## src/rtl/multicycle_ctrl.sv

```systemverilog
// Moore control FSM for a byte-fetch multicycle MIPS subset (LB, SB, R-type, BEQ, J).
// Define MULTICYCLE_CTRL_ADDI_EN to add the ADDI execute/writeback states.
module multicycle_ctrl (
  input  logic       clk,
  input  logic       reset,
  input  logic [5:0] op,
  input  logic [5:0] funct,
  input  logic       zero,
  output logic       memread,
  output logic       memwrite,
  output logic       alusrca,
  output logic       memtoreg,
  output logic       iord,
  output logic       regdst,
  output logic       regwrite,
  output logic       pcen,
  output logic [1:0] pcsrc,
  output logic [1:0] alusrcb,
  output logic [3:0] irwrite,
  output logic [2:0] alucontrol,
  output logic [3:0] state
);

  typedef enum logic [3:0] {
    FETCH1  = 4'd0,
    FETCH2  = 4'd1,
    FETCH3  = 4'd2,
    FETCH4  = 4'd3,
    DECODE  = 4'd4,
    MEMADR  = 4'd5,
    LBRD    = 4'd6,
    LBWR    = 4'd7,
    SBWR    = 4'd8,
    RTYPEEX = 4'd9,
    RTYPEWR = 4'd10,
    BEQEX   = 4'd11,
    JEX     = 4'd12
`ifdef MULTICYCLE_CTRL_ADDI_EN
    ,
    ADDIEX  = 4'd13,
    ADDIWR  = 4'd14
`endif
  } state_t;

  state_t     cur, nxt;
  logic [1:0] aluop;
  logic       pcwrite, pcwritecond;
  logic       memread_d, memwrite_d, regwrite_d;
  logic [3:0] irwrite_d;

  always_ff @(posedge clk or negedge reset) begin
    if (!reset) cur <= FETCH1;
    else        cur <= nxt;
  end

  always_comb begin
    nxt         = FETCH1;
    memread_d   = 1'b0;
    memwrite_d  = 1'b0;
    regwrite_d  = 1'b0;
    irwrite_d   = 4'b0000;
    alusrca     = 1'b0;
    memtoreg    = 1'b0;
    iord        = 1'b0;
    regdst      = 1'b0;
    pcsrc       = 2'b00;
    alusrcb     = 2'b00;
    aluop       = 2'b00;
    pcwrite     = 1'b0;
    pcwritecond = 1'b0;
    case (cur)
      FETCH1, FETCH2, FETCH3, FETCH4: begin
        memread_d = 1'b1;
        alusrcb   = 2'b01;
        pcwrite   = 1'b1;
        irwrite_d = 4'b0001 << cur[1:0];
        nxt       = (cur == FETCH4) ? DECODE : state_t'(cur + 4'd1);
      end
      DECODE: begin
        alusrcb = 2'b11;
        case (op)
          6'b100000, 6'b101000: nxt = MEMADR;
          6'b000000:            nxt = RTYPEEX;
          6'b000100:            nxt = BEQEX;
          6'b000010:            nxt = JEX;
`ifdef MULTICYCLE_CTRL_ADDI_EN
          6'b001000:            nxt = ADDIEX;
`endif
          default:              nxt = FETCH1;
        endcase
      end
      MEMADR: begin
        alusrca = 1'b1;
        alusrcb = 2'b10;
        nxt     = (op == 6'b100000) ? LBRD : SBWR;
      end
      LBRD: begin
        memread_d = 1'b1;
        iord      = 1'b1;
        nxt       = LBWR;
      end
      LBWR: begin
        regwrite_d = 1'b1;
        memtoreg   = 1'b1;
      end
      SBWR: begin
        memwrite_d = 1'b1;
        iord       = 1'b1;
      end
      RTYPEEX: begin
        alusrca = 1'b1;
        aluop   = 2'b10;
        nxt     = RTYPEWR;
      end
      RTYPEWR: begin
        regwrite_d = 1'b1;
        regdst     = 1'b1;
      end
      BEQEX: begin
        alusrca     = 1'b1;
        aluop       = 2'b01;
        pcsrc       = 2'b01;
        pcwritecond = 1'b1;
      end
      JEX: begin
        pcsrc   = 2'b10;
        pcwrite = 1'b1;
      end
`ifdef MULTICYCLE_CTRL_ADDI_EN
      ADDIEX: begin
        alusrca = 1'b1;
        alusrcb = 2'b10;
        nxt     = ADDIWR;
      end
      ADDIWR: begin
        regwrite_d = 1'b1;
      end
`endif
      default: nxt = FETCH1;
    endcase
  end

  always_comb begin
    case (aluop)
      2'b01:   alucontrol = 3'b110;
      2'b10: begin
        case (funct)
          6'b100000: alucontrol = 3'b010;
          6'b100010: alucontrol = 3'b110;
          6'b100100: alucontrol = 3'b000;
          6'b100101: alucontrol = 3'b001;
          6'b101010: alucontrol = 3'b111;
          default:   alucontrol = 3'b101;
        endcase
      end
      default: alucontrol = 3'b010;
    endcase
  end

  // Write strobes are held off for as long as reset is low, not just until the state settles.
  assign memread  = memread_d & reset;
  assign memwrite = memwrite_d & reset;
  assign regwrite = regwrite_d & reset;
  assign irwrite  = irwrite_d & {4{reset}};
  assign pcen     = (pcwrite | (pcwritecond & zero)) & reset;
  assign state    = cur;

endmodule

```

## config.mk

```make
export PLATFORM = sky130hd
export DESIGN_NAME = multicycle_ctrl
export DESIGN_NICKNAME = d
export VERILOG_FILES = /design/src/rtl/multicycle_ctrl.sv
export SDC_FILE = /design/constraint.sdc
export NUM_CORES = 1
export LEC_CHECK = 0
export ABC_AREA = 1
export BUFFER_PORTS_ARGS = -buffer_cell sky130_fd_sc_hd__buf_2
export CAP_MARGIN = 30
export CORE_MARGIN = 4
export CORE_UTILIZATION = 46
export CTS_CLUSTER_DIAMETER = 30
export DETAILED_ROUTE_END_ITERATION = 10
export HOLD_SLACK_MARGIN = 0.03
export MAX_ROUTING_LAYER = met4
export PLACE_DENSITY = 0.84
export SYNTH_ARGS = -nofsm -noshare
export SYNTH_HDL_FRONTEND = slang
export SYNTH_SLANG_ARGS = --single-unit
```

## constraint.sdc

```tcl
create_clock -name clk -period 3.3 [get_ports clk]
set_input_delay 0.33 -clock clk [delete_from_list [all_inputs] [get_ports clk]]
set_output_delay 0.33 -clock clk [all_outputs]
set_load 0.01 [all_outputs]
```

==> metrics.txt <==
Placeable Area=1318 um^2; count of cell types in the netlist=16; CP max FO=4; CP arrival=around 1.9 ns; initial antenna violation count=0; H-Tree Depth=1; Tcrit/Tclk final=around two thirds; DR vias=~850; Final Hold Vio Count=0; Die Span X=approximately 46 um; CTS resizes=0; utilization after layout=roughly two thirds; biggest cell delay along the critical path=a little over 0.4 ns; Max Clock Freq=around 450 MHz; Syn Nets=138; vias in the first global route=~750; hold_ws=roughly 0.47 ns; Top delay family on crit path=adder cells; CTS Root Cell=clkbuf_4; Worst-Margin Slew=between 0.3 and 0.4 ns; CTS tree=yes; clock buffer count from CTS=3; Post-DP Area=approximately 850 um^2; sequential cell area fraction in the yosys report=between 10% and 20%; worst relative slew slack=between 70% and 80%; largest net degree at the start of global routing=9; GP Congestion=0.8122; initial DRC count=17; CP Launch Type=flop; shortest period the worst path allows=around 2.2 ns; worst path cell trace=inv_1 > ha_1 > nand3_1 > ha_1 > nand2_1 > o21ai_0 > buf_2; Worst Setup End Kind=output pin; Slew Limit Fails=0; Initial Utilization=49.38%; Remaining DRCs=0; outcome=finished clean; max reg flops=4; clk_lat worst skew=between 0.2 and 0.25 ns; post-CTS setup buffers=0; Layout area overhead=36.35%; PwrDens=roughly 630 nW/um^2; Worst VDD drop=~0.42 mV; setup TNS=0 ns; Req. time, crit path=2.97 ns; die area=approximately 2100 um^2; unrepaired setup endpoints after global routing=false; first-pass GRT wire length=approximately 2900 um; row count=13; Ports=38; clk_skew=0.005096 ns; Post-Layout Inst Area=just under 900 um^2; Diodes inserted=0; slowest cell on the critical path=dfrtp_1; leakage=0.5809 nW; Mapped Avg Cell Area=about 5.6 um^2; layout net count=between 150 and 200; total track usage=between 10% and 20%; wirelength, routed=around 1800 um; share of layout cells above drive strength 1=around 30%; die height=45.61 um; Hold/Removal Path Class=in -> async; internal reg-to-reg setup slack=around 1.9 ns; Critical Path Most Common Cell=ha_1; GRT overflow=0; WS Path Type=reg -> out; Routed Antenna Nets=0; Ys Warns=0; Syn Inst Count=~120; hold_buf cts=1; largest buffer count on any clock path=2; DR pass1 iterations=7; Routed WL per cell=about 11 um; CTS Sinks=4; max_cap viols=0; Port-buffer cells=37; Setup Viol. Count Final=0; total power=~0.00056 W; post-synthesis register bit count=4; cell area after synthesis=around 650 um^2; post-DP HPWL=1569 um; DR vias/cell=approximately 5.0; CP Buf/Inv Count=2; clock transition at the registers of the reported paths=0.04 ns
## layout make-up
type,count,area [um^2]
Fill cell,123,430.4
Sequential cell,4,100.1
Multi-Input combinational cell,88,460.4
Inverter,24,90.09
Tap cell,15,18.77
Clock buffer,3,22.52
Timing Repair Buffer,38,195.2
## synth_stat cells
library cell | number | area (um^2)
nand3_1 | 13 | 65.06
nand2_2 | 3 | 18.77
o21ai_0 | 2 | 10.01
nor2_2 | 1 | 6.260
o21a_1 | 1 | 7.510
ha_1 | 7 | 87.58
dfrtp_1 | 4 | 100.1
nand4_1 | 2 | 12.51
inv_2 | 1 | 3.750
a21oi_1 | 4 | 20.02
nor2_4 | 2 | 22.52
nor3_1 | 3 | 15.01
nand2_1 | 27 | 101.4
nor2_1 | 21 | 78.83
nand3b_1 | 2 | 15.01
inv_1 | 23 | 86.33
## logic make-up (layout without fill, tap and decap cells)
group | Yosys count | after routing | synth area share (%)
buf+inv | 24 | 65 | 13.85
simple gates | 74 | 74 | 51.54
fa+ha+maj | 7 | 7 | 13.46
flops | 4 | 4 | 15.39
compound gates | 7 | 7 | 5.770
## report_power, final
part,internal [W],total [W],switching [W]
Sequential,0.0000707,0.0000991,0.0000284
Clock,0.0000404,0.0000570,0.0000165
Combinational,0.000147,0.000402,0.000255
Total,0.000259,0.000558,0.000299
## through the flow
step	worst slack [ns]	instances
2_1_floorplan	1.403	116
6_report	1.097	172
4_1_cts	1.094	172
5_1_grt	0.9917	172
3_3_place_gp	1.438	168
3_5_place_dp	1.341	168
## placed cells by master (no fill, tap or decap)
master	count
inv_1	23
nand3b_1	2
a21oi_1	4
ha_1	7
nand4_1	2
nor3_1	3
nor2_4	2
o21a_1	1
buf_2	37
clkbuf_4	3
nand2_1	27
dlygate4sd3_1	1
nand2_2	3
nor2_2	1
dfrtp_1	4
nand3_1	13
inv_2	1
nor2_1	21
o21ai_0	2
## routing by layer
layer / vias to the layer above / share of wire, % / global-route usage (%)
li1: 448 / - / -
met1: 373 / 42 / 22.57
met4: 0 / 0 / 5.848
met5: - / 0 / -
met2: 31 / 50 / 33.98
met3: 0 / 8.6 / 1.581
## path summary, 6_finish.rpt
check                         start             to  cells after the start
hold / removal                reset       state[2]                      2
hold reg to reg            state[0]       state[0]                      3
max in group asynchronous     reset       state[1]                      2
min in group clk              op[1]       state[3]                      5
setup / recovery           state[1]  alucontrol[2]                      7
setup reg to reg           state[0]       state[0]                      6
Power figures use the tool's default switching activity.
